### config.mk
export PLATFORM = sky130hd
export DESIGN_NAME = mult_ctrl
export DESIGN_NICKNAME = d
export VERILOG_FILES = /design/src/rtl/mult_ctrl_pkg.sv /design/src/rtl/mult_ctrl_add16.sv /design/src/rtl/mult_ctrl.sv
export SDC_FILE = /design/constraint.sdc
export NUM_CORES = 1
export LEC_CHECK = 0
export BUFFER_PORTS_ARGS = -buffer_cell sky130_fd_sc_hd__buf_4
export CORE_MARGIN = 2
export CORE_UTILIZATION = 50
export CTS_CLUSTER_DIAMETER = 80
export DETAILED_ROUTE_END_ITERATION = 10
export HOLD_SLACK_MARGIN = 0.1
export PLACE_DENSITY = 0.86
export SLEW_MARGIN = 20
export SYNTH_ARGS = -nofsm -noshare
export SYNTH_HDL_FRONTEND = slang
export SYNTH_SLANG_ARGS = --single-unit
### constraint.sdc
create_clock -name clk -period 2.5 [get_ports clk]
set_input_delay 0.375 -clock clk [delete_from_list [all_inputs] [get_ports clk]]
set_output_delay 0.375 -clock clk [all_outputs]
set_load 0.005 [all_outputs]
### src/rtl/mult_ctrl_pkg.sv
// Shared types and sizes for the mult_ctrl shift-add multiplier.
// FSM state encoding, operand width and iteration count.
package mult_ctrl_pkg;

  localparam int MULT_W    = 16;
  localparam int MULT_ITER = 16;

  typedef enum logic [1:0] {
    IDLE = 2'd0,
    BUSY = 2'd1,
    DONE = 2'd2
  } state_e;

endpackage

### src/rtl/mult_ctrl_add16.sv
// add16: 16-bit adder; A+B+CI -> {CO,Sum}, plus block G/P.
// Ports: A, B, CI in; Sum, CO, G (generate), P (propagate) out.
module add16 (
  input  logic [15:0] A,
  input  logic [15:0] B,
  input  logic        CI,
  output logic [15:0] Sum,
  output logic        CO,
  output logic        G,
  output logic        P
);

  logic [16:0] gsum;
  logic [16:0] full;

  assign gsum = {1'b0, A} + {1'b0, B};
  assign full = gsum + {16'b0, CI};

  assign Sum = full[15:0];
  assign CO  = full[16];
  assign G   = gsum[16];
  assign P   = &(A ^ B);

endmodule

### src/rtl/mult_ctrl.sv
// mult_ctrl: 16x16 unsigned shift-add multiplier, 16 cycles/op.
// Ports: clk, rst (sync, high), start, a, b in; busy, done, prod out;
// ovf out only when MULT_OVF_EN is defined (prod[31:16] != 0).
import mult_ctrl_pkg::*;

module mult_ctrl (
  input  logic        clk,
  input  logic        rst,
  input  logic        start,
  input  logic [15:0] a,
  input  logic [15:0] b,
  output logic        busy,
  output logic        done,
`ifdef MULT_OVF_EN
  output logic        ovf,
`endif
  output logic [31:0] prod
);

  state_e      state_q, state_d;
  logic [15:0] m_q, m_d;
  logic [15:0] q_q, q_d;
  logic [15:0] a_q, a_d;
  logic [3:0]  cnt_q, cnt_d;

  logic [15:0] sum;
  logic        co;
  logic        unused_g;
  logic        unused_p;
  logic        c;
  logic [15:0] s;

  add16 u_add (
    .A   (a_q),
    .B   (m_q),
    .CI  (1'b0),
    .Sum (sum),
    .CO  (co),
    .G   (unused_g),
    .P   (unused_p)
  );

  // Add M only when the current multiplier bit is set.
  assign c = q_q[0] ? co  : 1'b0;
  assign s = q_q[0] ? sum : a_q;

  always_comb begin
    state_d = state_q;
    m_d     = m_q;
    q_d     = q_q;
    a_d     = a_q;
    cnt_d   = cnt_q;
    unique case (state_q)
      IDLE, DONE: begin
        if (start) begin
          m_d     = a;
          q_d     = b;
          a_d     = '0;
          cnt_d   = '0;
          state_d = BUSY;
        end else begin
          state_d = IDLE;
        end
      end
      BUSY: begin
        a_d   = {c, s[15:1]};
        q_d   = {s[0], q_q[15:1]};
        cnt_d = cnt_q + 4'd1;
        if (cnt_q == 4'(MULT_ITER - 1))
          state_d = DONE;
      end
      default: state_d = IDLE;
    endcase
  end

  always_ff @(posedge clk) begin
    if (rst) begin
      state_q <= IDLE;
      m_q     <= '0;
      q_q     <= '0;
      a_q     <= '0;
      cnt_q   <= '0;
    end else begin
      state_q <= state_d;
      m_q     <= m_d;
      q_q     <= q_d;
      a_q     <= a_d;
      cnt_q   <= cnt_d;
    end
  end

  assign busy = (state_q == BUSY);
  assign done = (state_q == DONE);
  assign prod = {a_q, q_q};

`ifdef MULT_OVF_EN
  assign ovf = (state_q != BUSY) & (|a_q);
`endif

endmodule

Word level (Yosys, flattened, before mapping). Index checks and enable logic that the tools add are counted.

Flip-flop bits (word level): 54. Logic and storage cells: 28.

$add $sub $neg: 2. Eq/ne operators: 5. Multiplexer cells: 11. Reductions and logical operators: 5.

Operators with widths (count): 16-bit one-hot mux with 2 select lines (2); 16-bit 2-to-1 mux (3); 16-bit by 16-bit adder with 17-bit output (1); 4-bit one-hot mux with 2 select lines (1); 4-bit by 1-bit adder with 4-bit output, second input constant (1); 4-bit equality test, second input constant (1); 4-bit 2-to-1 mux (1); 2-bit one-hot mux with 2 select lines (1); 2-bit AND reduction (2); 2-bit by 1-bit equality test with 1-bit output, second input constant (1); 2-bit equality test, second input constant (1); 2-bit logical NOT (1); 1-bit 2-to-1 mux (2); 2-bit 2-to-1 mux (1); 2-bit by 1-bit inequality test with 1-bit output, second input constant (1); 2-bit inequality test, second input constant (1); 2-bit nonzero test (1); 2-bit OR reduction (1).

Longest topological paths before layout. Gate-level depths: netlist of run 1.

Word-level depth: 4. Mapped depth: 8. Gate-level depth less buffers: 8.

By module. Synthesis of run 1 repeated with hierarchy kept, for this count alone.

Cells, all modules: 430. Area, all modules: 3453.3 um^2.

By module, submodules not included: mult_ctrl (times used 1, cells an instance 283, area an instance 2327.2 um^2, seq. area each 1081.0 um^2); add16 (times used 1, cells an instance 147, area an instance 1126.1 um^2, seq. area each 0.0 um^2).

Worst setup path after synthesis of run 1. Ideal clock, no wire load.

Path kind: register -> register. Start point: reg a_q[0]. End point: reg a_q[13]. Library setup time: 127 ps. Data arrival time: 2057 ps. Required time: 2373 ps. Setup slack: 316 ps. Stages on the path, launching flop included: 8. Path buffers: 0. Clock period less this slack: 2184 ps. Cell sequence: dfxtp_1 > ha_1 > fa_1 > a21o_1 > a221oi_4 > a2bb2oi_2 > nor4_1 > or3_1.

Longest elaborated chain between the ends: 3.

Ends and longest elaborated chain: from (decl) (line mult_ctrl.sv:23) `logic [15:0] a_q, a_d;`; from (signal assigned) (line mult_ctrl.sv:81) `a_q <= '0;`; from (signal assigned) (line mult_ctrl.sv:87) `a_q <= a_d;`; 16-bit by 16-bit adder with 17-bit output (line mult_ctrl_add16.sv:16) `assign gsum = {1'b0, A} + {1'b0, B};`; 16-bit 2-to-1 mux (line mult_ctrl.sv:45) `assign s = q_q[0] ? sum : a_q;`; 16-bit one-hot mux with 2 select lines (line mult_ctrl.sv:53) `unique case (state_q)`.

Every way passes these cells. A chain may end at the register's enable or synchronous reset.

Worst setup path after layout of run 1. Same ends and word-level chain as after synthesis.

==> flow_summary.json, run 1 <==
{
  "muxShareOfSynthArea_pct": 1.15,
  "drt-total-wl_um": 6940,
  "synthCells": 337,
  "htreeDepth": 2,
  "rsz0062_at_grt": "false",
  "clk_latency_ns": 0.31,
  "start_kind": "register",
  "synth.distinct_cells": 50,
  "rows": 27,
  "grt_antenna_before_repair": 0,
  "synth-compound-area-share_pct": 28.0,
  "grt_usage_pct": 21.9,
  "finalHoldViolations": 0,
  "multi_input_area_um2": 1640,
  "die-area_um2": 6280,
  "start_util_pct": 51.8,
  "whs_ns": 0.294,
  "portBuffers": 68,
  "synth_top_area_share_pct": 38.2,
  "worst-setup-path-type": "register to register",
  "drt-initial-drc-count": 237,
  "cts_resized": 0,
  "fin_nets": 450,
  "path_clk_slew_ns": 0.11,
  "crit_arrival_ns": 2.54,
  "design.core.area_um2": 5470,
  "clock.fmax_mhz": 430,
  "power-per-cell-area_nw_per_um2": 507,
  "overflow": 0,
  "hold_buffers": 0,
  "die_w_um": 79.3,
  "ios": 69,
  "hp-class": "input pin to register",
  "grt_pass1_wl_um": 11200,
  "leakagePower_uw": 0.00153,
  "clock_path_buffers": 2,
  "min_period_over_period_pct": 93.1,
  "n_antenna_cell": 0,
  "period_minus_slack_ns": 2.33,
  "post_cts_buffers": 0,
  "critPathMaxFanout": 4,
  "fin_cells": 470,
  "yosys-top-cells-count": "nand2_1, dfxtp_1, a21oi_1",
  "whs_path_depth": 3,
  "synth_top_cells_by_area": "dfxtp_1, a21oi_1, nand2_1, ha_1, a22oi_1",
  "power_uw": 1760,
  "ir_drop_mv": 0.290,
  "numCtsBuffers": 5,
  "fp.dieH_um": 79.3,
  "synth_xor_area_share_pct": 3.71,
  "synthAdderAreaFrac_pct": 8.22,
  "critPathRequiredTime_ns": 2.71,
  "synth-simple-area-share_pct": 16.8,
  "yosysWarningCount": 0,
  "gp_congestion": 0.900,
  "finalSetupTns_ns": 0,
  "wl_per_cell_um": 14.8,
  "ff_latch_area_um2": 1080,
  "first_global_vias": 2529,
  "cts_num_sinks": 54,
  "slew_headroom_pct": 42.6,
  "async_flop_share_pct": 0,
  "setup_viol": 0,
  "drive_gt1_share_pct": 23.4,
  "yosysSeqAreaShare_pct": 38.2,
  "synth_nets": 390,
  "area_growth_pct": 22.9,
  "cts-root-buf": "clkbuf_8",
  "clock_skew_ns": 0.00431,
  "dp_hpwl_um": 4680,
  "nFillCells": 499,
  "postSynthAreaPerCell_um2": 8.41,
  "drv_slew": 0,
  "yosysMostFrequentCell": "nand2_1",
  "vias": 2704,
  "firstDrtPassIters": 4,
  "outcome": "complete, no violations",
  "synth_top_family_by_area": "compound AO/OA/AOI/OAI gates",
  "final_antenna_net_count": 0,
  "end_kind": "register",
  "grt_max_degree": 57,
  "synth_seq_cells": 54,
  "syn_area_um2": 2830,
  "worst_slew_pin_slew_ns": 0.861,
  "dp.cells": 462,
  "maxCapViolCount": 0,
  "yosys.area.top_type": "dfxtp_1",
  "vias_per_cell": 5.75,
  "synth_edf_count": 0,
  "synth_ff_type": "dfxtp_1",
  "ff2ff_path_depth": 7,
  "tritoncts": "done",
  "drc": 0
}
[through the flow]
step	area, um^2	util [%]	setup slack [ns]
2_1_floorplan	2830	-	0.316
3_3_place_gp	3380	61.8	0.238
4_1_cts	3480	63.6	0.186
6_report	3480	63.6	0.172
5_1_grt	3480	63.6	0.0957
3_5_place_dp	3380	61.8	0.213
[final timing paths]
kind / slack [ns] / end / start
setup / recovery: 0.17 / a_q[13] / a_q[0]
hold / removal: 0.29 / m_q[7] / a[7]
setup reg to reg: 0.17 / a_q[13] / a_q[0]
hold reg to reg: 0.47 / m_q[8] / m_q[8]
[kinds of logic after synthesis]
| group | after synthesis |
|---|---|
| and+or+nand+nor | 106 |
| buffers and inverters | 24 |
| AOI/OAI and AO/OA | 120 |
| xor gates and xnor gates | 12 |
| DFF | 54 |
| muxes | 3 |
| adders and majority gates | 18 |
[final cells by class]
cell class | instances | area share [%]
repair buffers | 75 | 16.2
flip-flops and latches | 54 | 31.1
clock buffers | 5 | 1.98
inverters | 2 | 0.216
clock inverters | 3 | 0.827
well taps | 72 | 2.59
multi-input cells | 259 | 47.2
[critical path, cell delays in order, from the launching register on]
cell	delay, ns
dfxtp_1	0.35
ha_1	0.23
fa_1	0.40
a21o_1	0.24
a221oi_4	0.35
a2bb2oi_2	0.23
nor4_1	0.06
or3_1	0.36
[cell usage in the layout (no fill, tap or decap), types with 6 or more instances in the layout]
cell	synthesis	final
buf_4	0	75
nand2_1	58	58
dfxtp_1	54	54
a21oi_1	51	51
a22oi_1	18	18
ha_1	17	17
nor2_1	16	16
a32oi_1	10	10
a21o_1	9	9
o21ai_0	8	8
xor2_1	7	7
o22ai_1	7	7
nand3_1	6	6
[routing by layer]
layer  GRT usage, %  share of wire, %  up-vias
li1               -                 -     1351
met1           27.0                42     1248
met2           39.3                51       95
met3           2.73               5.3       10
met4           7.24               1.5        0
met5              0                 0        -
[power by group]
group / internal (uW) / leakage (uW) / switching [uW]
clock: 210 / 0.0000506 / 318
sequential: 902 / 0.000441 / 30.6
combinational: 136 / 0.00104 / 167
[flip-flops by register name (all words and copies together), names as in the netlist]
| register | cells |
|---|---|
| m_q | 16 |
| a_q | 16 |
| state_q | 2 |
| q_q | 16 |
| cnt_q | 4 |
(Power assumes the default switching activity.)
==> inputs of run 2 (changes only) <==
==> constraint.sdc (replaced) <==
create_clock -name clk -period 2.5 [get_ports clk]
set_input_delay 0.5 -clock clk [delete_from_list [all_inputs] [get_ports clk]]
set_output_delay 0.5 -clock clk [all_outputs]
set_load 0.005 [all_outputs]
==> run 2 against run 1 <==
Register-to-register slack got worse by 0.08 ns. Hold slack improved by 0.12 ns. Clock skew rose by 0.0055 ns. Sequential share of layout area fell by 0.13 points. Worst setup slack got worse by 0.076 ns. Maximum frequency fell by 3.2%. Final cell count rose by 0.43%. Clock power fell by 2%. Count of clock-buffer cells in the layout did not move. Via count rose by 3.5%. Sequential cell count did not move.
==> flow_summary.json, run 2 (synthesized netlist as in run 1, its figures left out) <==
{
  "outcome": "complete, no violations",
  "leakagePower_uw": 0.00154,
  "clock.fmax_mhz": 416,
  "start_kind": "register",
  "end_kind": "register",
  "final_antenna_net_count": 0,
  "numCtsBuffers": 5,
  "grt_pass1_wl_um": 11700,
  "placed_area_um2": 3400,
  "clock_path_buffers": 2,
  "utilization_pct": 63.9,
  "slew_headroom_pct": 63.2,
  "hp-class": "input pin to register",
  "ff2ff_path_depth": 7,
  "maxCapViolCount": 0,
  "post_cts_buffers": 0,
  "clockPowerShare_pct": 29.4,
  "rsz0062_at_grt": "false",
  "vias": 2799,
  "overflow": 0,
  "fin_area_um2": 3500,
  "ios": 69,
  "dp_hpwl_um": 4950,
  "power.switching_uw": 511,
  "p_int_uw": 1250,
  "n_antenna_cell": 0,
  "fp.dieH_um": 79.3,
  "rows": 27,
  "critPathMaxFanout": 4,
  "finalHoldViolations": 0,
  "combPwrFrac_pct": 17.6,
  "whs_ns": 0.416,
  "worst_slew_pin_slew_ns": 0.551,
  "drive_gt1_share_pct": 23.8,
  "cts_resized": 0,
  "setup_viol": 0,
  "vias_per_cell": 5.93,
  "cts-root-buf": "clkbuf_8",
  "die-area_um2": 6280,
  "hold_buffers": 0,
  "whs_path_depth": 3,
  "clk_latency_ns": 0.32,
  "tritoncts": "done",
  "htreeDepth": 2,
  "wl_per_cell_um": 15.5,
  "p_seq_share_pct": 53.0,
  "swShare_pct": 29.0,
  "cts_num_sinks": 54,
  "worst-setup-path-type": "register to register",
  "crit_arrival_ns": 2.60,
  "grt_max_degree": 43,
  "finalSetupTns_ns": 0,
  "drt-initial-drc-count": 238,
  "layout_common_cells": "buf_4, nand2_1, dfxtp_1",
  "drv_slew": 0,
  "final_common_cell": "buf_4",
  "min_period_over_period_pct": 96.2,
  "period_minus_slack_ns": 2.40,
  "drt-total-wl_um": 7310,
  "ir_drop_mv": 0.275,
  "start_util_pct": 51.8,
  "fin_nets": 452,
  "power-per-cell-area_nw_per_um2": 504,
  "critPathRequiredTime_ns": 2.70,
  "clock_skew_ns": 0.00979,
  "first_global_vias": 2607,
  "reg_top3": "a_q (16), m_q (16), q_q (16)",
  "grt_antenna_before_repair": 0,
  "grt_usage_pct": 23.0,
  "design.core.area_um2": 5470,
  "area_growth_pct": 23.4,
  "firstDrtPassIters": 5,
  "portBuffers": 68,
  "gp_congestion": 0.933,
  "nFillCells": 483,
  "die_w_um": 79.3,
  "path_clk_slew_ns": 0.11,
  "drc": 0
}
==> run 2: area by class of cell <==
type / instances / area (um^2) / area share, %
Multi-Input combinational cell: 259 / 1640 / 47.0
Sequential cell: 54 / 1080 / 30.9
Timing Repair Buffer: 77 / 578 / 16.5
Tap cell: 72 / 90.1 / 2.58
Clock buffer: 5 / 68.8 / 1.97
Clock inverter: 3 / 28.8 / 0.823
Inverter: 2 / 7.51 / 0.215
==> run 2: through the flow <==
stage	power, uW	worst slack (ns)	cells
finish	1760	0.0961	472
floorplan	1120	0.316	337
global placement	1250	0.234	464
CTS	1770	0.121	472
global route	1840	0.0329	472
detailed placement	1260	0.201	464
==> run 2: metal layers <==
| metal | vias up | wire [um] | GRT usage [%] |
|---|---|---|---|
| li1 | 1359 | - | - |
| met1 | 1314 | 3000 | 28.4 |
| met2 | 113 | 3800 | 40.6 |
| met3 | 13 | 394 | 3.30 |
| met4 | 0 | 124 | 8.45 |
| met5 | - | 0 | 0 |
==> run 2: power by group through the flow <==
stage / registers [uW] / clock network [uW] / logic (uW)
5_1_grt: 938 / 563 / 340
3_3_place_gp: 950 / 0 / 297
6_report: 933 / 518 / 310
4_1_cts: 932 / 528 / 308
2_1_floorplan: 948 / 0 / 177
3_5_place_dp: 952 / 0 / 306
==> run 2: path summary, 6_finish.rpt <==
| check | to | start | slack (ns) |
|---|---|---|---|
| worst max-delay path | a_q[13] | a_q[0] | 0.1 |
| worst min-delay path | m_q[15] | a[15] | 0.42 |
| worst max register to register | a_q[13] | a_q[0] | 0.1 |
| worst min register to register | m_q[4] | m_q[4] | 0.46 |
==> run 2: critical path, cell delays in order (launching register included) <==
cell and delay (ns):
dfxtp_1 0.35, ha_1 0.23, fa_1 0.42, a21o_1 0.24, a221oi_4 0.36, a2bb2oi_2 0.25, nor4_1 0.08, or3_1 0.38
